### config.mk
export PLATFORM = sky130hd
export DESIGN_NAME = arcade_ce_gen
export DESIGN_NICKNAME = d
export VERILOG_FILES = /design/src/rtl/arcade_ce_gen.sv
export SDC_FILE = /design/constraint.sdc
export NUM_CORES = 1
export LEC_CHECK = 0
export CAP_MARGIN = 20
export CORE_UTILIZATION = 40
export CTS_BUF_LIST = sky130_fd_sc_hd__clkbuf_8
export DETAILED_ROUTE_END_ITERATION = 8
export PLACE_DENSITY = 0.63
export REMOVE_ABC_BUFFERS = 1
export SLEW_MARGIN = 20
export SYNTH_ARGS = -nofsm -noshare
export SYNTH_HDL_FRONTEND = slang
export SYNTH_SLANG_ARGS = --single-unit
### constraint.sdc
create_clock -name clk_sys -period 9.5 [get_ports clk_sys]
set_clock_uncertainty 0.2 [all_clocks]
set_input_delay 1.9 -clock clk_sys [delete_from_list [all_inputs] [get_ports clk_sys]]
set_output_delay 1.9 -clock clk_sys [all_outputs]
set_load 0.02 [all_outputs]
### src/rtl/arcade_ce_gen.sv
// Multi-channel fractional clock-enable generator: each channel emits ce_p/ce_n
// pulses at an average rate of inc/modulus per clk_sys cycle.
module arcade_ce_gen #(
    parameter int unsigned NUM_CH = 3,
    parameter int unsigned ACC_W  = 16
) (
    input  logic                    clk_sys,
    input  logic                    reset_n,
    input  logic                    pause,
    input  logic                    resync,
    input  logic [NUM_CH*ACC_W-1:0] inc,
    input  logic [NUM_CH*ACC_W-1:0] modulus,
    output logic [NUM_CH-1:0]       ce_p,
    output logic [NUM_CH-1:0]       ce_n,
    output logic [NUM_CH-1:0]       active
);

    localparam int unsigned SUM_W = ACC_W + 1;

    for (genvar k = 0; k < NUM_CH; k++) begin : g_ch
        logic [ACC_W-1:0] inc_w;
        logic [ACC_W-1:0] mod_w;
        logic [ACC_W-1:0] inc_eff;
        logic [ACC_W-1:0] half;
        logic [ACC_W-1:0] acc_q;
        logic [ACC_W-1:0] acc_d;
        logic [SUM_W-1:0] sum;
        logic [SUM_W-1:0] wrap_rem;
        logic [SUM_W-1:0] inc_x2;
        logic             enabled;
        logic             no_mid;
        logic             ce_p_q;
        logic             ce_p_d;
        logic             ce_n_q;
        logic             ce_n_d;
        logic             active_q;

        assign inc_w    = inc[k*ACC_W +: ACC_W];
        assign mod_w    = modulus[k*ACC_W +: ACC_W];
        assign enabled  = (mod_w != '0) && (inc_w != '0);
        // An increment larger than the modulus saturates to one pulse per cycle.
        assign inc_eff  = (inc_w > mod_w) ? mod_w : inc_w;
        assign half     = mod_w >> 1;
        assign sum      = SUM_W'(acc_q) + SUM_W'(inc_eff);
        assign wrap_rem = sum - SUM_W'(mod_w);
        assign inc_x2   = {inc_w, 1'b0};
        assign no_mid   = inc_x2 > SUM_W'(mod_w);

        always_comb begin
            acc_d  = acc_q;
            ce_p_d = 1'b0;
            ce_n_d = 1'b0;
            if (resync || !enabled) begin
                acc_d = '0;
            end else if (pause) begin
                acc_d = acc_q;
            end else if (acc_q >= mod_w) begin
                // Modulus was lowered below the current phase: restart the period.
                acc_d  = '0;
                ce_p_d = 1'b1;
            end else if (sum >= SUM_W'(mod_w)) begin
                acc_d  = ACC_W'(wrap_rem);
                ce_p_d = 1'b1;
                ce_n_d = !no_mid && (wrap_rem >= SUM_W'(half));
            end else begin
                acc_d  = ACC_W'(sum);
                ce_n_d = !no_mid && (acc_q < half) && (sum >= SUM_W'(half));
            end
        end

        always_ff @(posedge clk_sys or negedge reset_n) begin
            if (!reset_n) begin
                acc_q    <= '0;
                ce_p_q   <= 1'b0;
                ce_n_q   <= 1'b0;
                active_q <= 1'b0;
            end else begin
                acc_q    <= acc_d;
                ce_p_q   <= ce_p_d;
                ce_n_q   <= ce_n_d;
                active_q <= enabled && !pause;
            end
        end

        assign ce_p[k]   = ce_p_q;
        assign ce_n[k]   = ce_n_q;
        assign active[k] = active_q;
    end

endmodule
* Word-level counts from Yosys, hierarchy flattened
Cells that the tools add are included.
** Operators by class
- Magnitude comparators :: 21
- Muxes and demuxes :: 39
- Reductions and logical operators :: 31
- Eq/ne operators :: 3
- Add/sub/neg operators :: 6
** Operators by type and width (count)
- $mux W16 :: 15
- $ge A17 B15 Y1 :: 6
- $reduce_bool A16 Y1 :: 6
- $add A16 B16 Y17 :: 3
- $ge A17 B16 Y1 :: 3
- $gt A17 B16 Y1 :: 3
- $sub A17 B16 Y17 :: 3
- $ge A16 B16 Y1 :: 3
- $gt A16 B16 Y1 :: 3
- $lt A16 B15 Y1 :: 3
- $mux W1 :: 24
- $logic_and A1 B1 Y1 :: 15
- $logic_not A1 Y1 :: 7
- $ne A2 B1 Y1 const B :: 3
- $logic_or A1 B1 Y1 :: 3
** Storage, ports and cells
- Output and inout port bits :: 9
- Word-level logic and storage cells :: 112
- Bits of input ports :: 100
- Flip-flop bits (word level) :: 57

* Longest topological paths before layout
Gate-level depths: netlist of run 1.
- Word-level depth :: 10
- Mapped depth :: 35
- Mapped depth without buffers :: 34

* Worst setup path before layout of run 1
OpenSTA, ideal clock, no wires.
- Path kind :: input to register
- Start :: in modulus[25]
- End :: reg g_ch[1].ce_n_q
- Stages on the path :: 30
- Data arrival time :: 7.740 ns
- Data required time :: 9.180 ns
- Setup time :: 0.120 ns
- Buffers on the path :: 2
- Slack :: 1.439 ns
- Path through :: inv_1 -> ha_1 -> a21o_1 -> a21o_1 -> a21oi_1 -> nor2b_1 -> o21ai_0 -> o211ai_1 -> nand4_1 -> nand3_1 -> clkbuf_1 -> mux2_1 -> ha_1 -> or3_1 -> o31ai_2 -> xnor2_1 -> ha_1 -> clkbuf_1 -> nand3_1 -> nand2_1 -> a41oi_1 -> a211oi_1 -> a21oi_1 -> xnor2_1 -> ha_1 -> and4_1 -> a2111oi_0 -> o21ai_0 -> a211o_1 -> o211a_1
** On the way
- Word-level cells in the longest chain between the ends :: 10
- Elaborated cells between the ends (all ways) :: 22
- Those cells by class :: add/sub (2); order compare (7); mux (5); reduce/logical (8)
** RTL lines
- start, declared :: RTL line 12 : input logic [NUM_CH*ACC_W-1:0] modulus,
- $gt A16 B16 Y1 :: RTL line 42 : assign inc_eff = (inc_w > mod_w) ? mod_w : inc_w;
- $mux W16 :: RTL line 42
- $add A16 B16 Y17 :: RTL line 44 : assign sum = SUM_W'(acc_q) + SUM_W'(inc_eff);
- $sub A17 B16 Y17 :: RTL line 45 : assign wrap_rem = sum - SUM_W'(mod_w);
- $ge A17 B15 Y1 :: RTL line 64 : ce_n_d = !no_mid && (wrap_rem >= SUM_W'(half));
- $logic_and A1 B1 Y1 :: RTL line 64
- $mux W1 :: RTL line 61 : end else if (sum >= SUM_W'(mod_w)) begin
- $mux W1 :: RTL line 57 : end else if (acc_q >= mod_w) begin
- $mux W1 :: RTL line 55 : end else if (pause) begin
- $mux W1 * :: RTL line 53 : if (resync || !enabled) begin
- via g_ch[1].ce_n_d :: RTL line 35 : logic ce_n_d;
- end signal, assigned :: RTL line 80 : ce_n_q <= ce_n_d;
- end, declared :: RTL line 34 : logic ce_n_q;
The timed path passes the listed nets; every way through them passes the cells marked *.
A chain may end at the register's enable or synchronous reset.

* Worst setup path in the final report of run 1
Same ends and word-level chain as after synthesis.

==> results of run 1 <==
[critical path: cells and delay by family]
family	cells	cell delay, ns
mux	1	0.37
fa+ha+maj	5	1.58
buf+inv	3	0.63
compound gates	15	3.29
simple gates	6	1.06
xor+xnor	1	0.22
[power by group through the flow]
stage | clock (mW) | sequential (mW) | combinational [mW]
floorplan | 0 | 0.372 | 2.56
global placement | 0 | 0.392 | 3.26
detailed placement | 0 | 0.391 | 3.35
CTS | 0.317 | 0.388 | 3.37
global route | 0.326 | 0.399 | 3.82
finish | 0.311 | 0.388 | 3.40
[how the worst max path moves through the flow]
stage	endpoint	slack, ns
global route	g_ch[1].ce_n_q	0.01
CTS	g_ch[0].ce_n_q	0.30
floorplan	g_ch[2].acc_q[0]	1.11
global placement	g_ch[0].ce_n_q	0.002
detailed placement	g_ch[0].ce_n_q	-0.11
finish	g_ch[1].ce_n_q	0.49
[stage by stage]
| stage | worst slack, ns | cells | total power, mW |
|---|---|---|---|
| global route | 0.0108 | 2218 | 4.55 |
| finish | 0.491 | 2218 | 4.10 |
| CTS | 0.304 | 2218 | 4.08 |
| floorplan | 1.11 | 1602 | 2.94 |
| global placement | 0.00244 | 2202 | 3.65 |
| detailed placement | -0.107 | 2202 | 3.74 |
[synthesized netlist by cell type, types with 9 or more instances]
library cell               number
sky130_fd_sc_hd__a211oi_1      19
sky130_fd_sc_hd__a21o_1        72
sky130_fd_sc_hd__a21oi_1      112
sky130_fd_sc_hd__a31oi_1       12
sky130_fd_sc_hd__buf_4         10
sky130_fd_sc_hd__clkbuf_1      12
sky130_fd_sc_hd__dfrtp_1       57
sky130_fd_sc_hd__ha_1         369
sky130_fd_sc_hd__inv_1         85
sky130_fd_sc_hd__mux2_1        31
sky130_fd_sc_hd__mux2_2        19
sky130_fd_sc_hd__mux2i_1       47
sky130_fd_sc_hd__nand2_1      110
sky130_fd_sc_hd__nand2b_1      26
sky130_fd_sc_hd__nand3_1       27
sky130_fd_sc_hd__nand4_1       42
sky130_fd_sc_hd__nor2_1        83
sky130_fd_sc_hd__nor2b_1       30
sky130_fd_sc_hd__nor3_1        32
sky130_fd_sc_hd__nor4_1        34
sky130_fd_sc_hd__o211ai_1      11
sky130_fd_sc_hd__o21a_1        30
sky130_fd_sc_hd__o21ai_0       65
sky130_fd_sc_hd__o21ai_1       64
sky130_fd_sc_hd__o21bai_1      11
sky130_fd_sc_hd__o31ai_1       11
sky130_fd_sc_hd__or3_1          9
sky130_fd_sc_hd__xnor2_1       52
sky130_fd_sc_hd__xor2_1        21
[what timing repair did]
item / CTS / global route
endpoints found under the setup margin: 0 / 1
resized for setup: 0 / 2
hold endpoints to repair: 0 / 0
[routing by layer]
layer	GRT usage [%]	vias up
li1	-	6522
met1	31.7	6101
met2	39.6	287
met3	2.31	54
met4	5.99	0
met5	0	-
[logic make-up (layout without fill, tap and decap cells)]
kind of cell    Yosys count  after routing  synth area share, %
compound gates          487            487                 23.2
simple gates            427            427                 15.8
fa+ha+maj               375            375                 34.7
buf+inv                 112            253                 3.53
mux                      98             98                 7.67
xor+xnor                 73             73                 4.68
flops                    57             57                 10.4
[area by class of cell]
cell class / count / area (sq um) / share of cell area [%]
clock buffers: 9 / 124 / 0.787
clock inverters: 7 / 125 / 0.795
inverters: 85 / 319 / 2.03
multi-input cells: 1460 / 11800 / 74.8
flip-flops and latches: 57 / 1430 / 9.07
well taps: 448 / 561 / 3.56
repair buffers: 152 / 1410 / 8.94
[sequential cells by signal, summed over array words and instances, names as in the netlist]
name,count
g_ch.acc_q,48
g_ch.active_q,3
g_ch.ce_n_q,3
g_ch.ce_p_q,3
==> impl_results.html, run 1 <==
<table>
<tr><th>Metric</th><th>Value</th></tr>
<tr><th colspan="2">Power and ir drop</th></tr>
<tr><td>Power per cell area</td><td>~260 nW/um^2</td></tr>
<tr><td>Combinational power share</td><td>82.9%</td></tr>
<tr><td>Internal Pwr Total</td><td>1.97 mW</td></tr>
<tr><td>Clock group share of total power</td><td>under 10%</td></tr>
<tr><td>Sequential group share of total power</td><td>9.5%</td></tr>
<tr><td>Net switching component of the power</td><td>about 2.1 mW</td></tr>
<tr><td>Worst vdd rail ir drop</td><td>roughly 110 uV</td></tr>
<tr><td>Leakage component of the power</td><td>a little under 8 nW</td></tr>
<tr><td>Switching share of power</td><td>about half</td></tr>
<tr><th colspan="2">GRT</th></tr>
<tr><td>Initial antenna violation count</td><td>0</td></tr>
<tr><td>GR Util All Layers</td><td>23.4%</td></tr>
<tr><td>Vias in the first global route</td><td>between 10k and 15k</td></tr>
<tr><td>Overflow after GRT</td><td>0</td></tr>
<tr><td>Pin count of the biggest net entering global routing</td><td>58</td></tr>
<tr><td>Global-route wire length before repair</td><td>approximately 67 mm</td></tr>
<tr><th colspan="2">STA</th></tr>
<tr><td>Slew headroom</td><td>42.8%</td></tr>
<tr><td>Setup TNS Final</td><td>0 ns</td></tr>
<tr><td>Slew Viols, Final</td><td>0</td></tr>
<tr><td>Unrepaired setup endpoints after global routing</td><td>no</td></tr>
<tr><td>Total count of hold-check failures in the final report</td><td>0</td></tr>
<tr><td>Fraction of the cycle the final worst path needs</td><td>94.8%</td></tr>
<tr><td>Post-layout min period</td><td>approximately 9 ns</td></tr>
<tr><td>Worst hold slack</td><td>~0.36 ns</td></tr>
<tr><td>Maximum clock rate</td><td>111 MHz</td></tr>
<tr><td>Worst Max-Slew Pin Slew</td><td>0.858 ns</td></tr>
<tr><td>Final setup violation count</td><td>0</td></tr>
<tr><th colspan="2">Place</th></tr>
<tr><td>Placed wire-length estimate</td><td>~34 mm</td></tr>
<tr><td>Final Wtd Congestion</td><td>just over 0.9</td></tr>
<tr><td>Cell area after placement</td><td>15500 sq um</td></tr>
<tr><td>Number of port buffers</td><td>108</td></tr>
<tr><th colspan="2">Cells and area</th></tr>
<tr><td>Most frequent standard cell in the layout excluding fill and tap cells</td><td>sky130_fd_sc_hd__ha_1</td></tr>
<tr><td>Most frequent cells in the layout</td><td>sky130_fd_sc_hd__ha_1 (369), sky130_fd_sc_hd__a21oi_1 (112), sky130_fd_sc_hd__nand2_1 (110)</td></tr>
<tr><td>Layout net count</td><td>roughly 2.2k</td></tr>
<tr><td>Fillers</td><td>3286</td></tr>
<tr><td>Antenna diode count</td><td>0</td></tr>
<tr><td>Fraction of layout instances using a drive strength above 1</td><td>around 5.4%</td></tr>
<tr><td>Final core occ</td><td>a little under half</td></tr>
<tr><td>Area overhead of the layout relative to synthesis</td><td>15.1%</td></tr>
<tr><td>Area of all placed cells without fillers</td><td>~16000 sq um</td></tr>
<tr><th colspan="2">Route</th></tr>
<tr><td>Number of iterations in the first detailed-routing pass</td><td>5</td></tr>
<tr><td>Post-route DRC</td><td>0</td></tr>
<tr><td>Top routing layer in use</td><td>met4</td></tr>
<tr><td>Aggregate routed wire length</td><td>~40 mm</td></tr>
<tr><td>Number of routed nets with antenna violations</td><td>0</td></tr>
<tr><td>Vias per inst</td><td>between 5 and 6</td></tr>
<tr><td>Initial detailed-routing violation count</td><td>between 700 and 800</td></tr>
<tr><td>Via total after detailed routing</td><td>around 13k</td></tr>
<tr><td>Wl on met1</td><td>around 19 mm</td></tr>
<tr><td>Routed length on met2</td><td>18.6 mm</td></tr>
<tr><td>Routed length on met3</td><td>~1.5 mm</td></tr>
<tr><td>Detail-routed net length per standard cell</td><td>~18 microns</td></tr>
<tr><th colspan="2">Floorplan</th></tr>
<tr><td>Starting density of the core</td><td>40.8%</td></tr>
<tr><td>Die outline width</td><td>approximately 190 microns</td></tr>
<tr><td>Area of the die</td><td>roughly 35000 sq um</td></tr>
<tr><td>Cell Rows</td><td>67</td></tr>
<tr><td>Die Height</td><td>approximately 190 microns</td></tr>
<tr><td>Ports placed on the boundary</td><td>between 100 and 150</td></tr>
<tr><td>Core Footprint</td><td>between 30000 and 40000 sq um</td></tr>
<tr><th colspan="2">Synth</th></tr>
<tr><td>Synthesis warning total</td><td>0</td></tr>
<tr><td>Synthesized area</td><td>13700 sq um</td></tr>
<tr><td>FF+latch count, synth</td><td>between 50 and 60</td></tr>
<tr><td>Top FF cell, synth</td><td>sky130_fd_sc_hd__dfrtp_1</td></tr>
<tr><td>Post-synth top area cell</td><td>sky130_fd_sc_hd__ha_1</td></tr>
<tr><td>Distinct cell type count of the synthesized netlist</td><td>75</td></tr>
<tr><td>Seq/Total Area, Yosys</td><td>10.4%</td></tr>
<tr><td>Average instance area after synthesis</td><td>roughly 8.4 sq um</td></tr>
<tr><td>Gate count after technology mapping</td><td>roughly 1.6k</td></tr>
<tr><td>Top-area cell type share of the netlist area</td><td>33.8%</td></tr>
<tr><td>Ranking of synthesized cells by area</td><td>sky130_fd_sc_hd__ha_1 (34%), sky130_fd_sc_hd__dfrtp_1 (10%), sky130_fd_sc_hd__a21oi_1 (4.1%)</td></tr>
<tr><td>Number of enable-type register cells in the synthesized netlist</td><td>0</td></tr>
<tr><td>Async set or reset register ratio after synthesis</td><td>between 90% and 100%</td></tr>
<tr><th colspan="2">Setup path</th></tr>
<tr><td>Slack of the worst reg-to-reg path</td><td>slightly above 4 ns</td></tr>
<tr><td>Endpoint required time on the critical path</td><td>about 9.6 ns</td></tr>
<tr><td>Worst path max stage delay</td><td>0.50 ns</td></tr>
<tr><td>Maximum fanout count along the critical path</td><td>10</td></tr>
<tr><td>WS Path Type</td><td>input pin to register</td></tr>
<tr><td>Kind of capture point of the worst setup path</td><td>register</td></tr>
<tr><td>Reg-to-reg critical path startpoint</td><td>g_ch[0].acc_q[0]</td></tr>
<tr><td>Slowest cell on the critical path</td><td>sky130_fd_sc_hd__clkdlybuf4s50_1</td></tr>
<tr><td>Critical path startpoint</td><td>modulus[25]</td></tr>
<tr><td>R2r endpoint</td><td>g_ch[0].ce_n_q</td></tr>
<tr><td>Startpoint kind of the worst setup timing path</td><td>input pin</td></tr>
<tr><td>Number of cell instances on the worst register-to-register path</td><td>20</td></tr>
<tr><td>Most common cell on crit path</td><td>sky130_fd_sc_hd__ha_1</td></tr>
<tr><td>CP arrival</td><td>9.07 ns</td></tr>
<tr><th colspan="2">Clock network</th></tr>
<tr><td>Hold buffer count at cts</td><td>0</td></tr>
<tr><td>Clock-pin transition on the worst setup and hold timing paths</td><td>0.08 ns</td></tr>
<tr><td>Sinks on the clock net</td><td>57</td></tr>
<tr><td>Maximum buffer depth of the clock tree</td><td>2</td></tr>
<tr><td>Worst-Skew Late Latency</td><td>approximately 0.38 ns</td></tr>
<tr><td>Number of clock buffers inserted by TritonCTS</td><td>9</td></tr>
<tr><td>Setup Buffers After CTS</td><td>0</td></tr>
<tr><td>H-tree level count</td><td>3</td></tr>
<tr><td>Buffer type at the clock tree root</td><td>sky130_fd_sc_hd__clkbuf_8</td></tr>
<tr><td>TritonCTS clock tree</td><td>built</td></tr>
<tr><th colspan="2">Min path</th></tr>
<tr><td>Number of instances on the worst hold path</td><td>1</td></tr>
<tr><td>Worst hold path endpoint</td><td>g_ch[1].acc_q[0]</td></tr>
<tr><td>Tightest Hold Check Type</td><td>register to register</td></tr>
<tr><td>Hold Crit Start</td><td>g_ch[1].acc_q[0]</td></tr>
<tr><th colspan="2">Run</th></tr>
<tr><td>Max-cap violations</td><td>0</td></tr>
<tr><th colspan="2">Status</th></tr>
<tr><td>Run status</td><td>finished clean</td></tr>
</table>
Power figures use the tool's default switching activity.
==> inputs of run 2 (changes only) <==
--- a/config.mk
+++ b/config.mk
@@ -7,7 +7,6 @@
 export LEC_CHECK = 0
 export CAP_MARGIN = 20
 export CORE_UTILIZATION = 40
-export CTS_BUF_LIST = sky130_fd_sc_hd__clkbuf_8
 export DETAILED_ROUTE_END_ITERATION = 8
 export PLACE_DENSITY = 0.63
 export REMOVE_ABC_BUFFERS = 1
==> run 2 against run 1 <==
Sequential share of layout area decreased by 0.061 points. Worst hold slack got worse by 0.0038 ns. Core utilization increased by 0.32 points. Wire length increased by 0.33%. Sequential cell count unchanged. Combinational power about the same. Cell count unchanged. Via count increased by 0.16%. Global-route usage about the same. Worst setup slack improved by 0.041 ns. Die area unchanged. Critical endpoint unchanged.
==> impl_results.html, run 2 (synthesis gave the netlist of run 1 again) <==
<table>
<tr><th>Metric</th><th>Value</th></tr>
<tr><th colspan="2">Status</th></tr>
<tr><td>Run status</td><td>finished clean</td></tr>
<tr><th colspan="2">Cells and area</th></tr>
<tr><td>Area of all placed cells without fillers</td><td>15800 sq um</td></tr>
<tr><td>Layout net count</td><td>around 2.2k</td></tr>
<tr><td>Most frequent standard cell in the layout excluding fill and tap cells</td><td>sky130_fd_sc_hd__ha_1</td></tr>
<tr><td>Number of flip-flops in the largest register</td><td>48</td></tr>
<tr><td>Area overhead of the layout relative to synthesis</td><td>15.9%</td></tr>
<tr><td>Largest Register</td><td>g_ch.acc_q</td></tr>
<tr><td>Antenna diode count</td><td>0</td></tr>
<tr><td>Most frequent cells in the layout</td><td>sky130_fd_sc_hd__ha_1 (369), sky130_fd_sc_hd__a21oi_1 (112), sky130_fd_sc_hd__nand2_1 (110)</td></tr>
<tr><td>Fillers</td><td>3271</td></tr>
<tr><td>Fraction of layout instances using a drive strength above 1</td><td>5.48%</td></tr>
<tr><th colspan="2">Floorplan</th></tr>
<tr><td>Die outline width</td><td>187 microns</td></tr>
<tr><td>Die Height</td><td>187 microns</td></tr>
<tr><td>Starting density of the core</td><td>40.8%</td></tr>
<tr><td>Core Footprint</td><td>between 30000 and 40000 sq um</td></tr>
<tr><td>Cell Rows</td><td>67</td></tr>
<tr><td>Ports placed on the boundary</td><td>109</td></tr>
<tr><td>Area of the die</td><td>34900 sq um</td></tr>
<tr><th colspan="2">Power and ir drop</th></tr>
<tr><td>Power per cell area</td><td>between 200 and 300 nW/um^2</td></tr>
<tr><td>Leakage component of the power</td><td>roughly 7.8 nW</td></tr>
<tr><td>Worst vdd rail ir drop</td><td>128 uV</td></tr>
<tr><th colspan="2">Route</th></tr>
<tr><td>Post-route DRC</td><td>0</td></tr>
<tr><td>Via total after detailed routing</td><td>~13k</td></tr>
<tr><td>Number of iterations in the first detailed-routing pass</td><td>5</td></tr>
<tr><td>Aggregate routed wire length</td><td>40.3 mm</td></tr>
<tr><td>Number of routed nets with antenna violations</td><td>0</td></tr>
<tr><td>Initial detailed-routing violation count</td><td>694</td></tr>
<tr><td>Vias per inst</td><td>a little under 6</td></tr>
<tr><td>Detail-routed net length per standard cell</td><td>between 15 and 20 microns</td></tr>
<tr><th colspan="2">Setup path</th></tr>
<tr><td>Slowest cell on the critical path</td><td>sky130_fd_sc_hd__clkdlybuf4s50_1</td></tr>
<tr><td>WS Path Type</td><td>input pin to register</td></tr>
<tr><td>Startpoint kind of the worst setup timing path</td><td>input pin</td></tr>
<tr><td>Maximum fanout count along the critical path</td><td>10</td></tr>
<tr><td>Worst path max stage delay</td><td>~0.50 ns</td></tr>
<tr><td>Critical path startpoint</td><td>modulus[25]</td></tr>
<tr><td>CP arrival</td><td>9.00 ns</td></tr>
<tr><td>Slack of the worst reg-to-reg path</td><td>between 4 and 5 ns</td></tr>
<tr><td>Kind of capture point of the worst setup path</td><td>register</td></tr>
<tr><td>Number of cell instances on the worst register-to-register path</td><td>20</td></tr>
<tr><td>Reg-to-reg critical path startpoint</td><td>g_ch[0].acc_q[0]</td></tr>
<tr><td>Endpoint required time on the critical path</td><td>about 9.5 ns</td></tr>
<tr><td>R2r endpoint</td><td>g_ch[0].ce_n_q</td></tr>
<tr><th colspan="2">STA</th></tr>
<tr><td>Total count of hold-check failures in the final report</td><td>0</td></tr>
<tr><td>Maximum clock rate</td><td>approximately 110 MHz</td></tr>
<tr><td>Worst Max-Slew Pin Slew</td><td>approximately 0.84 ns</td></tr>
<tr><td>Slew Viols, Final</td><td>0</td></tr>
<tr><td>Post-layout min period</td><td>approximately 9 ns</td></tr>
<tr><td>Fraction of the cycle the final worst path needs</td><td>between 90% and 100%</td></tr>
<tr><td>Final critical-path setup slack</td><td>about 0.53 ns</td></tr>
<tr><td>Unrepaired setup endpoints after global routing</td><td>no</td></tr>
<tr><td>Slew headroom</td><td>a little over two fifths</td></tr>
<tr><td>Final setup violation count</td><td>0</td></tr>
<tr><td>Setup TNS Final</td><td>0 ns</td></tr>
<tr><th colspan="2">Place</th></tr>
<tr><td>Pre-CTS worst setup slack</td><td>-0.107 ns</td></tr>
<tr><td>Placed wire-length estimate</td><td>between 30 and 40 mm</td></tr>
<tr><td>Final Wtd Congestion</td><td>0.930</td></tr>
<tr><td>Number of port buffers</td><td>~110</td></tr>
<tr><td>Cell area after placement</td><td>~15000 sq um</td></tr>
<tr><th colspan="2">Clock network</th></tr>
<tr><td>Post-CTS resize count</td><td>0</td></tr>
<tr><td>Number of clock buffers inserted by TritonCTS</td><td>9</td></tr>
<tr><td>TritonCTS clock tree</td><td>built</td></tr>
<tr><td>Worst-Skew Late Latency</td><td>0.35 ns</td></tr>
<tr><td>Buffer type at the clock tree root</td><td>sky130_fd_sc_hd__clkbuf_16</td></tr>
<tr><td>Hold buffer count at cts</td><td>0</td></tr>
<tr><td>Maximum buffer depth of the clock tree</td><td>2</td></tr>
<tr><td>Clock-pin transition on the worst setup and hold timing paths</td><td>roughly 0.060 ns</td></tr>
<tr><td>Sinks on the clock net</td><td>57</td></tr>
<tr><td>Setup Buffers After CTS</td><td>0</td></tr>
<tr><td>H-tree level count</td><td>3</td></tr>
<tr><th colspan="2">GRT</th></tr>
<tr><td>M1 GR Usage</td><td>a little under a third</td></tr>
<tr><td>GR Util All Layers</td><td>23.4%</td></tr>
<tr><td>Global routing usage on met2</td><td>about 40%</td></tr>
<tr><td>Vias in the first global route</td><td>13.0k</td></tr>
<tr><td>Pin count of the biggest net entering global routing</td><td>58</td></tr>
<tr><td>Global-route wire length before repair</td><td>67.2 mm</td></tr>
<tr><td>Overflow after GRT</td><td>0</td></tr>
<tr><td>GR met3 Demand/Resource</td><td>under 10%</td></tr>
<tr><td>Initial antenna violation count</td><td>0</td></tr>
<tr><td>GRT Max-Usage Layer</td><td>met2</td></tr>
<tr><th colspan="2">Min path</th></tr>
<tr><td>Number of instances on the worst hold path</td><td>1</td></tr>
<tr><td>Tightest Hold Check Type</td><td>register to register</td></tr>
<tr><td>Hold Crit Start</td><td>g_ch[1].acc_q[0]</td></tr>
<tr><td>Worst hold path endpoint</td><td>g_ch[1].acc_q[0]</td></tr>
<tr><th colspan="2">Run</th></tr>
<tr><td>Max-cap violations</td><td>0</td></tr>
</table>
run 2: worst max path at each step:
stage	end	slack [ns]	cells past startpoint
final	g_ch[1].ce_n_q	0.53	32
after floorplan	g_ch[2].acc_q[0]	1.11	31
after global placement	g_ch[0].ce_n_q	0.002	32
after detailed placement	g_ch[0].ce_n_q	-0.11	32
after global routing	g_ch[0].ce_n_q	0.01	32
after CTS	g_ch[0].ce_n_q	0.26	32
run 2: final cells by class:
cell class	count	area (sq um)	share of cell area, %
clock buffers	9	225	1.42
repair buffers	152	1410	8.88
flip-flops and latches	57	1430	9.00
multi-input cells	1460	11800	74.4
well taps	448	561	3.54
clock inverters	7	125	0.790
inverters	85	319	2.01
run 2: worst max-delay path, delay by kind of cell:
family | cells | cell delay (ns)
mux | 1 | 0.42
buf+inv | 3 | 0.65
simple gates | 5 | 0.81
xor+xnor | 1 | 0.17
compound gates | 17 | 3.67
fa+ha+maj | 5 | 1.36
run 2: routing by layer:
layer / routed length [microns] / vias up
met4: 743 / 0
met1: 19300 / 6136
met2: 18700 / 275
met5: 0 / -
li1: - / 6523
met3: 1550 / 51
run 2: stage by stage:
| stage | hold WS, ns | util [%] | cells | power (mW) |
|---|---|---|---|---|
| after floorplan | 0.294 | - | 1602 | 2.94 |
| after global placement | 0.335 | 46.1 | 2202 | 3.65 |
| after detailed placement | 0.342 | 46.1 | 2202 | 3.74 |
| after CTS | 0.367 | 47.2 | 2218 | 4.17 |
| after global routing | 0.383 | 47.2 | 2218 | 4.65 |
| final | 0.358 | 47.2 | 2218 | 4.20 |
run 2: where the power goes:
group	internal, mW	switching (mW)	leakage, nW	total [mW]
clock network	0.259	0.143	0.171	0.402
logic	1.49	1.92	6.87	3.41
registers	0.308	0.0803	0.759	0.388
==> inputs of run 3 (changes only) <==
--- a/config.mk
+++ b/config.mk
@@ -5,10 +5,11 @@
 export SDC_FILE = /design/constraint.sdc
 export NUM_CORES = 1
 export LEC_CHECK = 0
+export ABC_AREA = 1
 export CAP_MARGIN = 20
-export CORE_UTILIZATION = 40
+export CORE_UTILIZATION = 43
 export DETAILED_ROUTE_END_ITERATION = 8
-export PLACE_DENSITY = 0.63
+export PLACE_DENSITY = 0.67
 export REMOVE_ABC_BUFFERS = 1
 export SLEW_MARGIN = 20
 export SYNTH_ARGS = -nofsm -noshare
==> run 3 against run 2 <==
Maximum frequency is 3.4% higher. Sequential cell count stayed put. Critical path depth is 4 higher. Worst hold slack worse by 0.00075 ns. Count of clock-buffer cells in the layout stayed put. First-iteration DRC count is 61% higher. Design area is 6.5% higher. Total power is 27% higher. Combinational power is 32% higher. Area after synthesis is 9.2% higher. Largest cell class unchanged.
==> impl_results.html, run 3 <==
<table>
<tr><th>Metric</th><th>Value</th></tr>
<tr><th colspan="2">Route</th></tr>
<tr><td>Aggregate routed wire length</td><td>around 46 mm</td></tr>
<tr><td>Initial detailed-routing violation count</td><td>between 1k and 1.5k</td></tr>
<tr><td>Detail-routed net length per standard cell</td><td>16.4 microns</td></tr>
<tr><td>Via total after detailed routing</td><td>15.6k</td></tr>
<tr><td>Vias per inst</td><td>roughly 5.5</td></tr>
<tr><td>Number of iterations in the first detailed-routing pass</td><td>7</td></tr>
<tr><td>Number of routed nets with antenna violations</td><td>0</td></tr>
<tr><td>Post-route DRC</td><td>0</td></tr>
<tr><th colspan="2">Synth</th></tr>
<tr><td>FF+latch count, synth</td><td>57</td></tr>
<tr><td>Seq/Total Area, Yosys</td><td>about a tenth</td></tr>
<tr><td>Top-count cell post-synth</td><td>sky130_fd_sc_hd__nand2_1</td></tr>
<tr><td>Top post-synthesis cells by count</td><td>sky130_fd_sc_hd__nand2_1 (590), sky130_fd_sc_hd__ha_1 (369), sky130_fd_sc_hd__inv_1 (288), sky130_fd_sc_hd__a21oi_1 (189), sky130_fd_sc_hd__nor2_1 (138)</td></tr>
<tr><td>Post-synth top area cell</td><td>sky130_fd_sc_hd__ha_1</td></tr>
<tr><td>Top-area cell type share of the netlist area</td><td>30.9%</td></tr>
<tr><td>Async set or reset register ratio after synthesis</td><td>between 90% and 100%</td></tr>
<tr><td>Average instance area after synthesis</td><td>between 6 and 7 sq um</td></tr>
<tr><td>Ranking of synthesized cells by area</td><td>sky130_fd_sc_hd__ha_1 (31%), sky130_fd_sc_hd__nand2_1 (15%), sky130_fd_sc_hd__dfrtp_1 (9.6%)</td></tr>
<tr><td>Distinct cell type count of the synthesized netlist</td><td>between 50 and 60</td></tr>
<tr><td>Top FF cell, synth</td><td>sky130_fd_sc_hd__dfrtp_1</td></tr>
<tr><td>Gate count after technology mapping</td><td>2259</td></tr>
<tr><td>Synthesis warning total</td><td>0</td></tr>
<tr><td>Number of enable-type register cells in the synthesized netlist</td><td>0</td></tr>
<tr><td>Synthesized area</td><td>about 15000 sq um</td></tr>
<tr><th colspan="2">STA</th></tr>
<tr><td>Total count of hold-check failures in the final report</td><td>0</td></tr>
<tr><td>Slew headroom</td><td>25.8%</td></tr>
<tr><td>Slew Viols, Final</td><td>0</td></tr>
<tr><td>Fraction of the cycle the final worst path needs</td><td>between 90% and 100%</td></tr>
<tr><td>Worst Max-Slew Pin Slew</td><td>1.11 ns</td></tr>
<tr><td>Maximum clock rate</td><td>115 MHz</td></tr>
<tr><td>Post-layout min period</td><td>about 8.7 ns</td></tr>
<tr><td>Setup TNS Final</td><td>0 ns</td></tr>
<tr><td>Unrepaired setup endpoints after global routing</td><td>no</td></tr>
<tr><td>Worst hold slack</td><td>0.357 ns</td></tr>
<tr><td>Final setup violation count</td><td>0</td></tr>
<tr><th colspan="2">Cells and area</th></tr>
<tr><td>Area overhead of the layout relative to synthesis</td><td>13.0%</td></tr>
<tr><td>Most frequent cells in the layout</td><td>sky130_fd_sc_hd__nand2_1 (590), sky130_fd_sc_hd__ha_1 (369), sky130_fd_sc_hd__inv_1 (288)</td></tr>
<tr><td>Post-route insts no fill</td><td>2824</td></tr>
<tr><td>Number of flip-flops in the largest register</td><td>48</td></tr>
<tr><td>Layout net count</td><td>~2.8k</td></tr>
<tr><td>Largest Register</td><td>g_ch.acc_q</td></tr>
<tr><td>Fraction of layout instances using a drive strength above 1</td><td>between 4 and 5%</td></tr>
<tr><td>Area of all placed cells without fillers</td><td>between 15000 and 20000 sq um</td></tr>
<tr><td>Most frequent standard cell in the layout excluding fill and tap cells</td><td>sky130_fd_sc_hd__nand2_1</td></tr>
<tr><th colspan="2">GRT</th></tr>
<tr><td>Overflow after GRT</td><td>0</td></tr>
<tr><td>Vias in the first global route</td><td>approximately 15k</td></tr>
<tr><td>Global-route wire length before repair</td><td>between 70 and 80 mm</td></tr>
<tr><td>Pin count of the biggest net entering global routing</td><td>between 50 and 60</td></tr>
<tr><td>Initial antenna violation count</td><td>1</td></tr>
<tr><td>GR Util All Layers</td><td>between 20% and 30%</td></tr>
<tr><th colspan="2">Clock network</th></tr>
<tr><td>Clock-pin transition on the worst setup and hold timing paths</td><td>0.06 ns</td></tr>
<tr><td>Hold buffer count at cts</td><td>0</td></tr>
<tr><td>Maximum buffer depth of the clock tree</td><td>2</td></tr>
<tr><td>Setup Buffers After CTS</td><td>0</td></tr>
<tr><td>TritonCTS clock tree</td><td>built</td></tr>
<tr><td>Number of clock buffers inserted by TritonCTS</td><td>9</td></tr>
<tr><td>Post-CTS resize count</td><td>0</td></tr>
<tr><td>Sinks on the clock net</td><td>between 50 and 60</td></tr>
<tr><td>H-tree level count</td><td>3</td></tr>
<tr><td>Worst-Skew Late Latency</td><td>about 0.35 ns</td></tr>
<tr><td>Buffer type at the clock tree root</td><td>sky130_fd_sc_hd__clkbuf_16</td></tr>
<tr><th colspan="2">Setup path</th></tr>
<tr><td>Slowest cell on the critical path</td><td>sky130_fd_sc_hd__nor4_1</td></tr>
<tr><td>Critical path startpoint</td><td>modulus[27]</td></tr>
<tr><td>Worst path max stage delay</td><td>between 0.7 and 0.8 ns</td></tr>
<tr><td>Most common cell on crit path</td><td>sky130_fd_sc_hd__nand2_1</td></tr>
<tr><td>WS Path Type</td><td>input pin to register</td></tr>
<tr><td>Cell type group with the largest total delay on the critical path</td><td>simple AND/OR/NAND/NOR gates</td></tr>
<tr><td>Number of logic stages on the critical path including buffering</td><td>36</td></tr>
<tr><td>R2r endpoint</td><td>g_ch[1].ce_n_q</td></tr>
<tr><td>Startpoint kind of the worst setup timing path</td><td>input pin</td></tr>
<tr><td>CP arrival</td><td>8.71 ns</td></tr>
<tr><td>Critical path buffers and inverters</td><td>4</td></tr>
<tr><td>Slack of the worst reg-to-reg path</td><td>4.81 ns</td></tr>
<tr><td>Number of cell instances on the worst register-to-register path</td><td>28</td></tr>
<tr><td>Reg-to-reg critical path startpoint</td><td>g_ch[1].acc_q[0]</td></tr>
<tr><td>Kind of capture point of the worst setup path</td><td>register</td></tr>
<tr><td>Maximum fanout count along the critical path</td><td>23</td></tr>
<tr><td>Critical path capture point</td><td>g_ch[1].ce_n_q</td></tr>
<tr><td>Endpoint required time on the critical path</td><td>roughly 9.5 ns</td></tr>
<tr><th colspan="2">Power and ir drop</th></tr>
<tr><td>Power per cell area</td><td>between 300 and 400 nW/um^2</td></tr>
<tr><td>Switching share of power</td><td>around three fifths</td></tr>
<tr><td>Internal Pwr Total</td><td>2.24 mW</td></tr>
<tr><td>Sequential group share of total power</td><td>approximately 8.0%</td></tr>
<tr><td>Leakage component of the power</td><td>just over 9 nW</td></tr>
<tr><td>Net switching component of the power</td><td>about 3.1 mW</td></tr>
<tr><td>Clock group share of total power</td><td>7.4%</td></tr>
<tr><td>Combinational power share</td><td>a little over four fifths</td></tr>
<tr><td>Worst vdd rail ir drop</td><td>between 150 and 200 uV</td></tr>
<tr><th colspan="2">Floorplan</th></tr>
<tr><td>Die outline width</td><td>~190 microns</td></tr>
<tr><td>Die Height</td><td>around 190 microns</td></tr>
<tr><td>Starting density of the core</td><td>between 40% and 50%</td></tr>
<tr><td>Area of the die</td><td>35500 sq um</td></tr>
<tr><td>Core Footprint</td><td>33900 sq um</td></tr>
<tr><td>Ports placed on the boundary</td><td>approximately 110</td></tr>
<tr><td>Cell Rows</td><td>67</td></tr>
<tr><th colspan="2">Place</th></tr>
<tr><td>Placed wire-length estimate</td><td>38.4 mm</td></tr>
<tr><td>Placed instance count</td><td>roughly 2.8k</td></tr>
<tr><td>Number of port buffers</td><td>108</td></tr>
<tr><td>Cell area after placement</td><td>approximately 17000 sq um</td></tr>
<tr><td>Final Wtd Congestion</td><td>roughly 0.99</td></tr>
<tr><th colspan="2">Status</th></tr>
<tr><td>Run status</td><td>finished clean</td></tr>
<tr><th colspan="2">Run</th></tr>
<tr><td>Max-cap violations</td><td>0</td></tr>
<tr><th colspan="2">Min path</th></tr>
<tr><td>Tightest Hold Check Type</td><td>register to register</td></tr>
</table>
[run 3: cell types whose count changed in the layout (fill, tap and decap cells not counted), moves of 47 or more]
cell                      change
sky130_fd_sc_hd__a21o_1      -56
sky130_fd_sc_hd__a21oi_1     +77
sky130_fd_sc_hd__inv_1      +204
sky130_fd_sc_hd__mux2i_1     -47
sky130_fd_sc_hd__nand2_1    +480
sky130_fd_sc_hd__nand3_1     +84
sky130_fd_sc_hd__nor2_1      +57
[run 3: tightest hold or removal path, stage by stage, from the launching register on]
cell and delay [ns]:
sky130_fd_sc_hd__dfrtp_1 0.40, sky130_fd_sc_hd__nand2_1 0.07, sky130_fd_sc_hd__nand2_1 0.06
[run 3: metal layers]
layer,global-route usage [%],routed length (microns)
met4,11.3,1780
met2,42.4,20200
met5,0,0
met1,35.3,21900
met3,3.24,2410
[run 3: worst min-delay path by stage]
stage                      from          endpoint  depth (start not counted)
3_3_place_gp   g_ch[0].acc_q[9]  g_ch[0].acc_q[9]                          2
5_1_grt        g_ch[0].acc_q[7]  g_ch[0].acc_q[7]                          2
4_1_cts        g_ch[2].acc_q[0]  g_ch[2].acc_q[0]                          2
3_5_place_dp   g_ch[2].acc_q[0]  g_ch[2].acc_q[0]                          2
2_1_floorplan  g_ch[2].acc_q[0]  g_ch[2].acc_q[0]                          2
6_report       g_ch[0].acc_q[9]  g_ch[0].acc_q[9]                          2
[run 3: cell type report]
class	count	area (sq um)
fillers	3444	17000
clock buffers	9	225
inverters	291	1090
flip-flops and latches	57	1430
multi-input cells	1878	12200
well taps	448	561
repair buffers	133	1270
diodes	1	2.50
clock inverters	7	119
[run 3: logic make-up after synthesis]
kind of cell | after synthesis | synth area share (%)
simple gates | 1003 | 29.1
compound gates | 432 | 16.7
fa+ha+maj | 375 | 31.7
buf+inv | 324 | 8.94
xor+xnor | 68 | 3.99
flops | 57 | 9.55
[run 3: power groups by stage]
stage,combinational (mW),clock (mW),sequential (mW)
final,4.51,0.398,0.430
after global routing,5.16,0.412,0.443
after CTS,4.47,0.402,0.428
after global placement,4.34,0,0.431
after floorplan,3.38,0,0.405
after detailed placement,4.44,0,0.432
[run 3: per-stage QoR]
step / power (mW) / util [%] / worst slack, ns
2_1_floorplan: 3.78 / - / 2.32
3_3_place_gp: 4.77 / 48.8 / 0.638
3_5_place_dp: 4.87 / 48.8 / 0.572
4_1_cts: 5.30 / 49.8 / 0.907
5_1_grt: 6.02 / 49.8 / 0.210
6_report: 5.34 / 49.8 / 0.831
